==> src/rtl/fetch_unit_if.sv <==
// Bus between the fetch stage and its surroundings: instruction memory port,
// stall/redirect control, and the registered IF/ID instruction output.
interface fetch_unit_if #(
  parameter int ADDR_W = 16
);
  logic [ADDR_W-1:0] imem_addr;
  logic [15:0]       imem_data;
  logic              stall;
  logic              redirect;
  logic [ADDR_W-1:0] redirect_pc;
  logic [15:0]       if_instr;
  logic [15:0]       if_imm;
  logic [ADDR_W-1:0] if_pc;
  logic [ADDR_W-1:0] if_next_pc;
  logic              if_valid;

  // Handshake: no valid/ready pairing. if_valid qualifies the IF/ID fields in
  // the cycle they are presented; stall freezes the whole stage for one cycle;
  // redirect (priority over stall) restarts fetch at redirect_pc.
  modport master (
    output imem_addr, if_instr, if_imm, if_pc, if_next_pc, if_valid,
    input  imem_data, stall, redirect, redirect_pc
  );

  modport slave (
    input  imem_addr, if_instr, if_imm, if_pc, if_next_pc, if_valid,
    output imem_data, stall, redirect, redirect_pc
  );
endinterface

==> src/rtl/fetch_unit.sv <==
// Instruction fetch stage: PC, one/two-word instruction assembly into a
// registered IF/ID output, with stall and redirect support.
module fetch_unit #(
  parameter int                ADDR_W   = 16,
  parameter logic [ADDR_W-1:0] RESET_PC = '0,
  parameter logic [15:0]       NOP_WORD = 16'hF800
) (
  input  logic          clk,
  input  logic          rst,
  fetch_unit_if.master  bus,
  output logic          dbg_state
);

  typedef enum logic {S_OP = 1'b0, S_IMM = 1'b1} state_t;

  state_t            state, state_n;
  logic [ADDR_W-1:0] pc, pc_n;
  logic [15:0]       op_hold, op_hold_n;
  logic [ADDR_W-1:0] op_pc, op_pc_n;
  logic [15:0]       instr, instr_n;
  logic [15:0]       imm, imm_n;
  logic [ADDR_W-1:0] out_pc, out_pc_n;
  logic [ADDR_W-1:0] out_next, out_next_n;
  logic              valid, valid_n;
  logic              two_word;

  always_comb begin
    case (bus.imem_data[15:11])
      5'b00111, 5'b01110, 5'b01111, 5'b10100, 5'b10101: two_word = 1'b1;
      default:                                          two_word = 1'b0;
    endcase
  end

  always_ff @(posedge clk or posedge rst) begin
    if (rst) begin
      state    <= S_OP;
      pc       <= RESET_PC;
      op_hold  <= '0;
      op_pc    <= '0;
      instr    <= NOP_WORD;
      imm      <= '0;
      out_pc   <= '0;
      out_next <= '0;
      valid    <= 1'b0;
    end else begin
      state    <= state_n;
      pc       <= pc_n;
      op_hold  <= op_hold_n;
      op_pc    <= op_pc_n;
      instr    <= instr_n;
      imm      <= imm_n;
      out_pc   <= out_pc_n;
      out_next <= out_next_n;
      valid    <= valid_n;
    end
  end

  always_comb begin
    state_n    = state;
    pc_n       = pc;
    op_hold_n  = op_hold;
    op_pc_n    = op_pc;
    instr_n    = instr;
    imm_n      = imm;
    out_pc_n   = out_pc;
    out_next_n = out_next;
    valid_n    = valid;
    if (bus.redirect) begin
      // Any half-fetched two-word instruction is simply forgotten.
      pc_n    = bus.redirect_pc;
      state_n = S_OP;
      valid_n = 1'b0;
      instr_n = NOP_WORD;
      imm_n   = '0;
    end else if (!bus.stall) begin
      pc_n = pc + ADDR_W'(1);
      case (state)
        S_OP: begin
          if (two_word) begin
            op_hold_n = bus.imem_data;
            op_pc_n   = pc;
            state_n   = S_IMM;
            valid_n   = 1'b0;
            instr_n   = NOP_WORD;
            imm_n     = '0;
          end else begin
            instr_n    = bus.imem_data;
            imm_n      = '0;
            out_pc_n   = pc;
            out_next_n = pc + ADDR_W'(1);
            valid_n    = 1'b1;
          end
        end
        S_IMM: begin
          instr_n    = op_hold;
          imm_n      = bus.imem_data;
          out_pc_n   = op_pc;
          out_next_n = pc + ADDR_W'(1);
          valid_n    = 1'b1;
          state_n    = S_OP;
        end
        default: state_n = S_OP;
      endcase
    end
  end

  assign bus.imem_addr  = pc;
  assign bus.if_instr   = instr;
  assign bus.if_imm     = imm;
  assign bus.if_pc      = out_pc;
  assign bus.if_next_pc = out_next;
  assign bus.if_valid   = valid;
  assign dbg_state      = state;

endmodule

==> src/flat_wrapper.sv <==
// flat-port wrapper written by rule: the top's interface ports become plain ports
module fetch_unit_flat 
#(
  parameter int                ADDR_W   = 16,
  parameter logic [ADDR_W-1:0] RESET_PC = '0,
  parameter logic [15:0]       NOP_WORD = 16'hF800
)
  (clk, rst, dbg_state, bus_imem_addr, bus_if_instr, bus_if_imm, bus_if_pc, bus_if_next_pc, bus_if_valid, bus_imem_data, bus_stall, bus_redirect, bus_redirect_pc);
  fetch_unit_if #(.ADDR_W(ADDR_W)) bus_i ();
  input  logic clk;
  input  logic rst;
  output logic dbg_state;
  output wire logic [$bits(bus_i.imem_addr)-1:0] bus_imem_addr;
  output wire logic [$bits(bus_i.if_instr)-1:0] bus_if_instr;
  output wire logic [$bits(bus_i.if_imm)-1:0] bus_if_imm;
  output wire logic [$bits(bus_i.if_pc)-1:0] bus_if_pc;
  output wire logic [$bits(bus_i.if_next_pc)-1:0] bus_if_next_pc;
  output wire logic [$bits(bus_i.if_valid)-1:0] bus_if_valid;
  input wire logic [$bits(bus_i.imem_data)-1:0] bus_imem_data;
  input wire logic [$bits(bus_i.stall)-1:0] bus_stall;
  input wire logic [$bits(bus_i.redirect)-1:0] bus_redirect;
  input wire logic [$bits(bus_i.redirect_pc)-1:0] bus_redirect_pc;
  assign bus_imem_addr = bus_i.imem_addr;
  assign bus_if_instr = bus_i.if_instr;
  assign bus_if_imm = bus_i.if_imm;
  assign bus_if_pc = bus_i.if_pc;
  assign bus_if_next_pc = bus_i.if_next_pc;
  assign bus_if_valid = bus_i.if_valid;
  assign bus_i.imem_data = bus_imem_data;
  assign bus_i.stall = bus_stall;
  assign bus_i.redirect = bus_redirect;
  assign bus_i.redirect_pc = bus_redirect_pc;
  fetch_unit #(.ADDR_W(ADDR_W), .RESET_PC(RESET_PC), .NOP_WORD(NOP_WORD)) u_core (.clk(clk), .rst(rst), .bus(bus_i), .dbg_state(dbg_state));
endmodule
==> config.mk <==
export PLATFORM = sky130hd
export DESIGN_NAME = fetch_unit_flat
export DESIGN_NICKNAME = d
export VERILOG_FILES = /design/src/rtl/fetch_unit_if.sv /design/src/rtl/fetch_unit.sv /design/src/flat_wrapper.sv
export SDC_FILE = /design/constraint.sdc
export NUM_CORES = 1
export LEC_CHECK = 0
export ABC_CLOCK_PERIOD_IN_PS = 3500
export BUFFER_PORTS_ARGS = -buffer_cell sky130_fd_sc_hd__buf_4
export CORE_MARGIN = 4
export CORE_UTILIZATION = 43
export CTS_CLUSTER_SIZE = 25
export DETAILED_ROUTE_END_ITERATION = 10
export GPL_ROUTABILITY_DRIVEN = 1
export PLACE_DENSITY = 0.66
export SYNTH_ARGS = -nofsm -noshare
export SYNTH_HDL_FRONTEND = slang
export SYNTH_SLANG_ARGS = --single-unit
==> constraint.sdc <==
create_clock -name clk -period 3.5 [get_ports clk]
set_input_delay 0.175 -clock clk [delete_from_list [all_inputs] [get_ports clk]]
set_output_delay 0.175 -clock clk [all_outputs]
set_load 0.03 [all_outputs]
* Word level (Yosys, flattened, before mapping)
Cells that the tools add are included.
** Storage, ports and cells
- Output and inout bits :: 82
- Register bits after elaboration :: 114
- Word-level logic and storage cells :: 45
- Input port bits :: 36
** Operators by class
- Reduce and logical (&&, ||, !) cells :: 3
- Bitwise gates (word level) :: 3
- $add $sub $neg :: 1
- Mux-type cells :: 22
- Equal/unequal tests :: 7
** Operators by type and width (count)
- $mux W16 :: 9
- $pmux W16 S2 :: 4
- $add A16 B1 Y16 const B :: 1
- $eq A5 B4 Y1 const B :: 2
- $eq A5 B5 Y1 const B :: 2
- $mux W1 :: 7
- $eq A5 B3 Y1 const B :: 1
- $reduce_or A5 Y1 :: 1
- $pmux W1 S2 :: 2
- $reduce_and A4 Y1 :: 1
- $not A1 Y1 :: 3
- $reduce_and A3 Y1 :: 1
- $ne A2 B1 Y1 const B :: 1
- $ne A2 B2 Y1 const B :: 1

* Logic depth before layout (Yosys ltp)
Gate-level depths: netlist of run 1.
- Depth after elaboration :: 7
- Mapped depth :: 7
- Mapped depth without buffers :: 6

* Least setup slack after synthesis of run 1
OpenSTA, ideal clock, no wires.
- Path kind :: register to register
- Start point :: register u_core.pc[0], in the netlist u_core.bus.imem_addr[0]
- End point :: register u_core.pc[10], in the netlist u_core.bus.imem_addr[10]
- Data required time :: 3424 ps
- Setup time :: 76 ps
- Arrival time :: 1737 ps
- Slack :: 1687 ps
- Path buffers :: 0
- Clock period less this slack :: 1813 ps
- Cell stages (with the launch flop) :: 7
- Path through :: dfrtp_1 -> ha_1 -> nand3_1 -> nor3_2 -> nand3_1 -> xor2_1 -> o21ai_1
** On the way
- Word-level cells in the longest chain between the ends :: 3
** RTL lines
- start, declared :: RTL line fetch_unit.sv:17 : logic [ADDR_W-1:0] pc, pc_n;
- start signal, assigned :: RTL line fetch_unit.sv:47 : pc <= pc_n;
- $add A16 B1 Y16 :: RTL line fetch_unit.sv:76 : pc_n = pc + ADDR_W'(1);
- $mux W16 :: RTL line fetch_unit.sv:75 : end else if (!bus.stall) begin
- $mux W16 :: RTL line fetch_unit.sv:68 : if (bus.redirect) begin
No other way between the ends. The select of a mux whose other input is x is not followed.
A chain may end at the register's enable or synchronous reset.

* Worst setup path after layout of run 1
- Start point :: register u_core.state, in the netlist u_core.dbg_state
- End point :: register u_core.instr[4], in the netlist u_core.bus.if_instr[4]
** On the way
- Word-level cells in the longest chain between the ends :: 4
** RTL lines
- start, declared :: RTL line fetch_unit.sv:16 : state_t state, state_n;
- start signal, assigned :: RTL line fetch_unit.sv:46 : state <= state_n;
- $not A1 Y1 (no source line)
- $pmux W16 S2 (*) :: RTL line fetch_unit.sv:77 : case (state)
- $mux W16 (*) :: RTL line fetch_unit.sv:75
- $mux W16 (*) :: RTL line fetch_unit.sv:68
- end signal, assigned :: RTL line fetch_unit.sv:50 : instr <= instr_n;
- end, declared :: RTL line fetch_unit.sv:20 : logic [15:0] instr, instr_n;
Mark *: on every way between the ends. The rest lies on a longest branch, timed or not. The select of a mux whose other input is x is not followed.

==> results.cfg, run 1 <==
[status]
status = finished, violations left
violations = negative hold slack

[cts]
clk_latency_ns = 0.40
cts_htree_levels = 4
ctsResizeCount = 0
cts_root_buf = clkbuf_16
cts_made_buffers = 17
cts.sink_count = 114
clk_pin_slew_ns = 0.05
clock_path_buffers = 2
cts_tree = yes

[logic_synthesis]
ys_ff_latch = 114
synth_ff_type = dfrtp_1
synthMuxAreaShare_pct = 10.8
synth_fa_ha_area_share_pct = 0.249
synthSimpleGateAreaFrac_pct = 9.77
syn_nets = 469
synth-edff-count = 0
synth-xor-area-share_pct = 5.05
synth_cell_types = 42
yosys_warnings = 0
syn-instance-count = 432
ys_seq_area_share_pct = 56.8
synth_top_family_by_area = compound AO/OA/AOI/OAI gates
netlist_area_um2 = 5030
async_flop_share_pct = 100
syn_avg_cell_area_um2 = 11.6
synth_compound_area_share_pct = 12.0

[drt]
drc = 0
wirelength_um = 12000
drt_iter0_drc = 244
num_vias = 3728
drt_first_pass_iters = 6
ant_nets = 0
post_drt_wl_per_cell_um = 16.8
routed_via_density = 5.20

[layout]
layout_commonest_cell = buf_4
layout_common_cells = buf_4, dfrtp_1, nand2_1, o21ai_0, mux2_2
antenna_cells = 0
nets = 601
syn2layout_area_growth_pct = 34.2
drive_above_1_share_pct = 34.1
final_util_pct = 59.1

[power_and_ir_drop]
ir_drop_uv = 286
p_leak_nw = 3.17
p_per_area_nw_per_um2 = 602
total_power_mw = 4.06

[critical_path]
arrival_ns = 2.34
critPathCaptureType = register
rr_worst_depth = 4
crit_path_end = u_core.bus.if_instr[4]
path_class = reg -> reg
ff2ff_setup_slack_ns = 1.49
critPathRequiredTime_ns = 3.83
crit_fanout = 27
crit_start = u_core.dbg_state
start_kind = register
worstReg2RegStart = u_core.dbg_state
r2r-end = u_core.bus.if_instr[4]

[timing]
hold_ws_ns = -0.00847
setup_violations = 0
slew_headroom_pct = 18.1
period_needed_ns = 2.01
hold_viol = 6
skew_ns = 0.00997
finalSetupTns_ns = 0
fin_crit_sh_pct = 57.4
fin_ws_ns = 1.49
slew_viol_final = 0
fmax_ghz = 0.498
max_slew.worst_pin.slew_ns = 1.22
rsz0062_at_grt = false

[run]
cap_violations = 0

[floorplan]
die_area_um2 = 13500
initial_core_util_pct = 44.1
rows = 39
core_area_um2 = 11400
die_h_um = 116
die_w_um = 116
io_pins = 118

[global_route]
grt_overflow = 0
grt_first_pass_wirelength_um = 19200
grt_usage_pct = 18.5
grt_pass1_vias = 3724
grt_max_degree = 78
antenna_found_initial = 0

[placement]
place.gp.congestion = 0.778
port_buffers = 117
post-dp-hpwl_um = 7730
pre_cts_ws_ns = 1.47

[hold_path]
min_path_type = in -> async
how the worst min path moves through the flow:
stage                        start                        to  slack, ns  depth (start not counted)
2_1_floorplan    bus_imem_data[15]        u_core.op_hold[12]       0.28                          1
3_3_place_gp   bus_redirect_pc[11]  u_core.bus.imem_addr[11]       0.39                          3
3_5_place_dp   bus_redirect_pc[11]  u_core.bus.imem_addr[11]       0.39                          3
4_1_cts         bus_redirect_pc[4]   u_core.bus.imem_addr[4]      0.004                          3
5_1_grt          bus_imem_data[12]     u_core.bus.if_imm[12]       0.02                          2
6_report                       rst     u_core.bus.if_imm[14]     -0.008                          2
cell usage after synthesis, types with 3 or more instances:
library cell  instances  area share, %
xor2_1               10            1.7
nor2b_1               4           0.50
o21ai_1               8           0.80
o22a_1                3           0.52
a22o_1               16            2.8
dfrtp_1             109             54
xnor2_1              19            3.3
mux2_2               29            6.5
nor2_1               11           0.82
o21ai_0              42            4.2
buf_6                 7            1.6
dfstp_2               5            2.6
nand3_1               7           0.70
buf_4                 3           0.45
mux2i_1              17            3.4
nand4_1               3           0.37
nor3_1                4           0.40
nand2_1              60            4.5
inv_1                14            1.0
mux2_1                3           0.67
clkbuf_1              9           0.67
nand2b_1              4           0.50
buf_2                12            1.2
a222oi_1             11            2.2
metal layers:
layer | track usage [%] | vias up | part of all wire (%)
met5 | 0 | - | 0
met3 | 4.09 | 10 | 3.7
met4 | 6.34 | 0 | 1.1
li1 | - | 1771 | -
met1 | 23.7 | 1874 | 44
met2 | 31.2 | 73 | 51
kinds of logic after synthesis:
group	after synthesis
AO/OA/AOI/OAI	88
XOR/XNOR	29
adder cells (fa/ha/maj)	1
buffers and inverters	49
flip-flops	114
multiplexers	50
AND/OR/NAND/NOR	101
flip-flops by register name, indices dropped and copies added, names as in the netlist:
register and count:
u_core.op_hold 16, u_core.op_pc 16, u_core.bus.if_pc 16, u_core.bus.if_instr 16
u_core.bus.if_valid 1, u_core.bus.if_next_pc 16, u_core.dbg_state 1, u_core.bus.imem_addr 16
u_core.bus.if_imm 16
cell type report:
class / instances / area, µm²
fillers: 955 / 4670
clock inverters: 5 / 50.0
flip-flops and latches: 114 / 2860
well taps: 143 / 179
clock buffers: 24 / 522
repair buffers: 148 / 1180
inverters: 14 / 55.1
multi-input cells: 269 / 1910
repair_timing:
item                                   in CTS  in global routing
endpoints found under the hold margin      30                  1
buffers inserted                            0                  0
hold buffers                               25                  1
where the power goes:
part           leakage [nW]  internal, mW  switching, mW
Combinational          1.44         0.328          0.428
Sequential             1.44          1.52          0.148
Clock                 0.290          1.09          0.548
per-stage QoR:
| stage | cells | instance area (µm²) |
|---|---|---|
| global placement | 662 | 5920 |
| finish | 717 | 6750 |
| floorplan | 432 | 5030 |
| CTS | 716 | 6740 |
| global route | 717 | 6750 |
| detailed placement | 662 | 5920 |
worst max-delay path, stage by stage (launching register included):
cell,delay [ns]
dfrtp_1,0.34
buf_4,0.40
and2_1,0.90
a222oi_1,0.20
inv_1,0.11
No activity file was read; power rests on OpenSTA's default activity.
==> run 2: changes to the inputs <==
--- a/config.mk
+++ b/config.mk
@@ -5,7 +5,7 @@
 export SDC_FILE = /design/constraint.sdc
 export NUM_CORES = 1
 export LEC_CHECK = 0
-export ABC_CLOCK_PERIOD_IN_PS = 3500
+export ABC_CLOCK_PERIOD_IN_PS = 2000
 export BUFFER_PORTS_ARGS = -buffer_cell sky130_fd_sc_hd__buf_4
 export CORE_MARGIN = 4
 export CORE_UTILIZATION = 43
==> constraint.sdc (replaced) <==
create_clock -name clk -period 2 [get_ports clk]
set_input_delay 0.1 -clock clk [delete_from_list [all_inputs] [get_ports clk]]
set_output_delay 0.1 -clock clk [all_outputs]
set_load 0.03 [all_outputs]
==> run 2 against run 1 <==
  * The run now ends clean
  * Non-clock buffer count rose by 14
  * Wire length increased by 0.42%
  * Sequential power is 74% higher
  * Core utilization grew 2.2 points
  * Critical path depth increased by 1
  * Combinational power up 81%
  * Highest routed layer unchanged
==> results.cfg, run 2 (same netlist as run 1, synthesis figures left out) <==
[status]
status = completed

[power_and_ir_drop]
ir_drop_uv = 431
switchingPower_mw = 2.06
power_frac_seq_pct = 38.3
p_leak_nw = 3.27
clkPwrFrac_pct = 43.7
internal_power_mw = 5.53
swShare_pct = 27.1
p_comb_share_pct = 18.0
p_per_area_nw_per_um2 = 1080

[timing]
hold_viol = 0
rsz0062_at_grt = false
fin_crit_sh_pct = 88.0
max_slew.worst_pin.slew_ns = 0.599
finalSetupTns_ns = 0
fin_ws_ns = 0.240
period_needed_ns = 1.76
setup_violations = 0
slew_viol_final = 0
fmax_ghz = 0.568
slew_headroom_pct = 60.1
skew_ns = 0.0107

[drt]
drt_iter0_drc = 246
routed_via_density = 5.09
num_vias = 3734
drt_first_pass_iters = 5
drc = 0
ant_nets = 0
post_drt_wl_per_cell_um = 16.4
wirelength_um = 12100

[layout]
antenna_cells = 0
layout_commonest_cell = buf_4
nets = 615
layout_common_cells = buf_4, dfrtp_1, nand2_1, o21ai_0, dlygate4sd3_1
drive_above_1_share_pct = 35.0
fillers = 939
syn2layout_area_growth_pct = 39.1
layout.area.seq_um2 = 2860
finalNonFillerCells = 734
multi_input_area_um2 = 1920

[critical_path]
arrival_ns = 2.08
critPathRequiredTime_ns = 2.32
rr_worst_depth = 5
start_kind = register
path_class = reg -> reg
critPathCaptureType = register
crit_fanout = 9

[cts]
clk_latency_ns = 0.41
clock_path_buffers = 2
postCtsSetupRepairBufs = 0
cts_made_buffers = 17
clk_pin_slew_ns = 0.06
cts_tree = yes
cts_root_buf = clkbuf_16
cts.sink_count = 114
cts_htree_levels = 4

[floorplan]
die_h_um = 116
die_w_um = 116
die_area_um2 = 13500
rows = 39
initial_core_util_pct = 44.1
core_area_um2 = 11400
io_pins = 118

[placement]
post-dp-hpwl_um = 7820
pre_cts_ws_ns = 0.162
port_buffers = 117
place.gp.congestion = 0.756
dpl.cell_count = 669

[hold_path]
min_path_cells = 3
min_path_type = in -> reg

[global_route]
grt_max_degree = 115
antenna_found_initial = 0
grt_usage_pct = 18.7
grt_pass1_vias = 3844
grt_first_pass_wirelength_um = 19600
grt_overflow = 0

[run]
cap_violations = 0
## run 2: cell count changes in the layout (fill, tap and decap cells not counted), moves of 4 or more
cell and delta:
buf_4 +5, bufinv_16 +4, clkbuf_8 -5, clkinvlp_4 +5, dlygate4sd3_1 +7
## run 2: per-layer routing
metal / share of wire [%] / track usage [%] / up-vias
li1: - / - / 1796
met1: 43 / 23.1 / 1851
met2: 52 / 31.6 / 74
met3: 4.1 / 5.13 / 13
met4: 1.2 / 6.81 / 0
met5: 0 / 0 / -
## run 2: power groups by stage
stage | Clock, mW | Sequential (mW) | Combinational [mW]
2_1_floorplan | 0 | 3.22 | 0.534
3_3_place_gp | 0 | 2.92 | 1.31
3_5_place_dp | 0 | 2.94 | 1.33
4_1_cts | 3.38 | 2.91 | 1.39
5_1_grt | 3.49 | 2.95 | 1.48
6_report | 3.32 | 2.91 | 1.37
## run 2: metrics by stage
step	total power [mW]	instance area [µm²]	hold slack [ns]	util (%)
final	7.59	7000	0.119	61.3
after global placement	4.23	6000	0.314	52.5
after global routing	7.92	7000	0.148	61.3
after CTS	7.67	6990	0.109	61.2
after floorplan	3.75	5030	0.208	-
after detailed placement	4.27	6000	0.315	52.5
## run 2: cell type report
class                   instances  area share (%)
clock buffers                  19            6.47
multi-input cells             269            27.5
clock inverters                13            2.97
repair buffers                162            18.9
well taps                     143            2.56
flip-flops and latches        114            40.8
inverters                      14           0.804
## run 2: final timing paths
check,slack [ns],start,end
worst max-delay path,0.24,u_core.bus.imem_addr[3],u_core.bus.if_next_pc[13]
worst min register to register,0.47,u_core.op_hold[13],u_core.op_hold[13]
max in group asynchronous,1.13,rst,u_core.bus.if_next_pc[6]
min in group asynchronous,0.43,rst,u_core.bus.if_imm[10]
worst min-delay path,0.12,bus_redirect,u_core.bus.imem_addr[13]
worst max register to register,0.24,u_core.bus.imem_addr[3],u_core.bus.if_next_pc[13]
## run 2: critical path: stages (launching register included)
cell,delay (ns)
dfrtp_1,0.53
nand4_1,0.33
nor3_2,0.36
nand3_1,0.13
xor2_1,0.17
o21ai_1,0.15
## run 2: timing repair
| action | 4_1_cts | 5_1_grt |
|---|---|---|
| hold buffers | 33 | 0 |
| endpoints found under the hold margin | 167 | 0 |
| endpoints found under the setup margin | 0 | 2 |
| resized for setup | 0 | 2 |
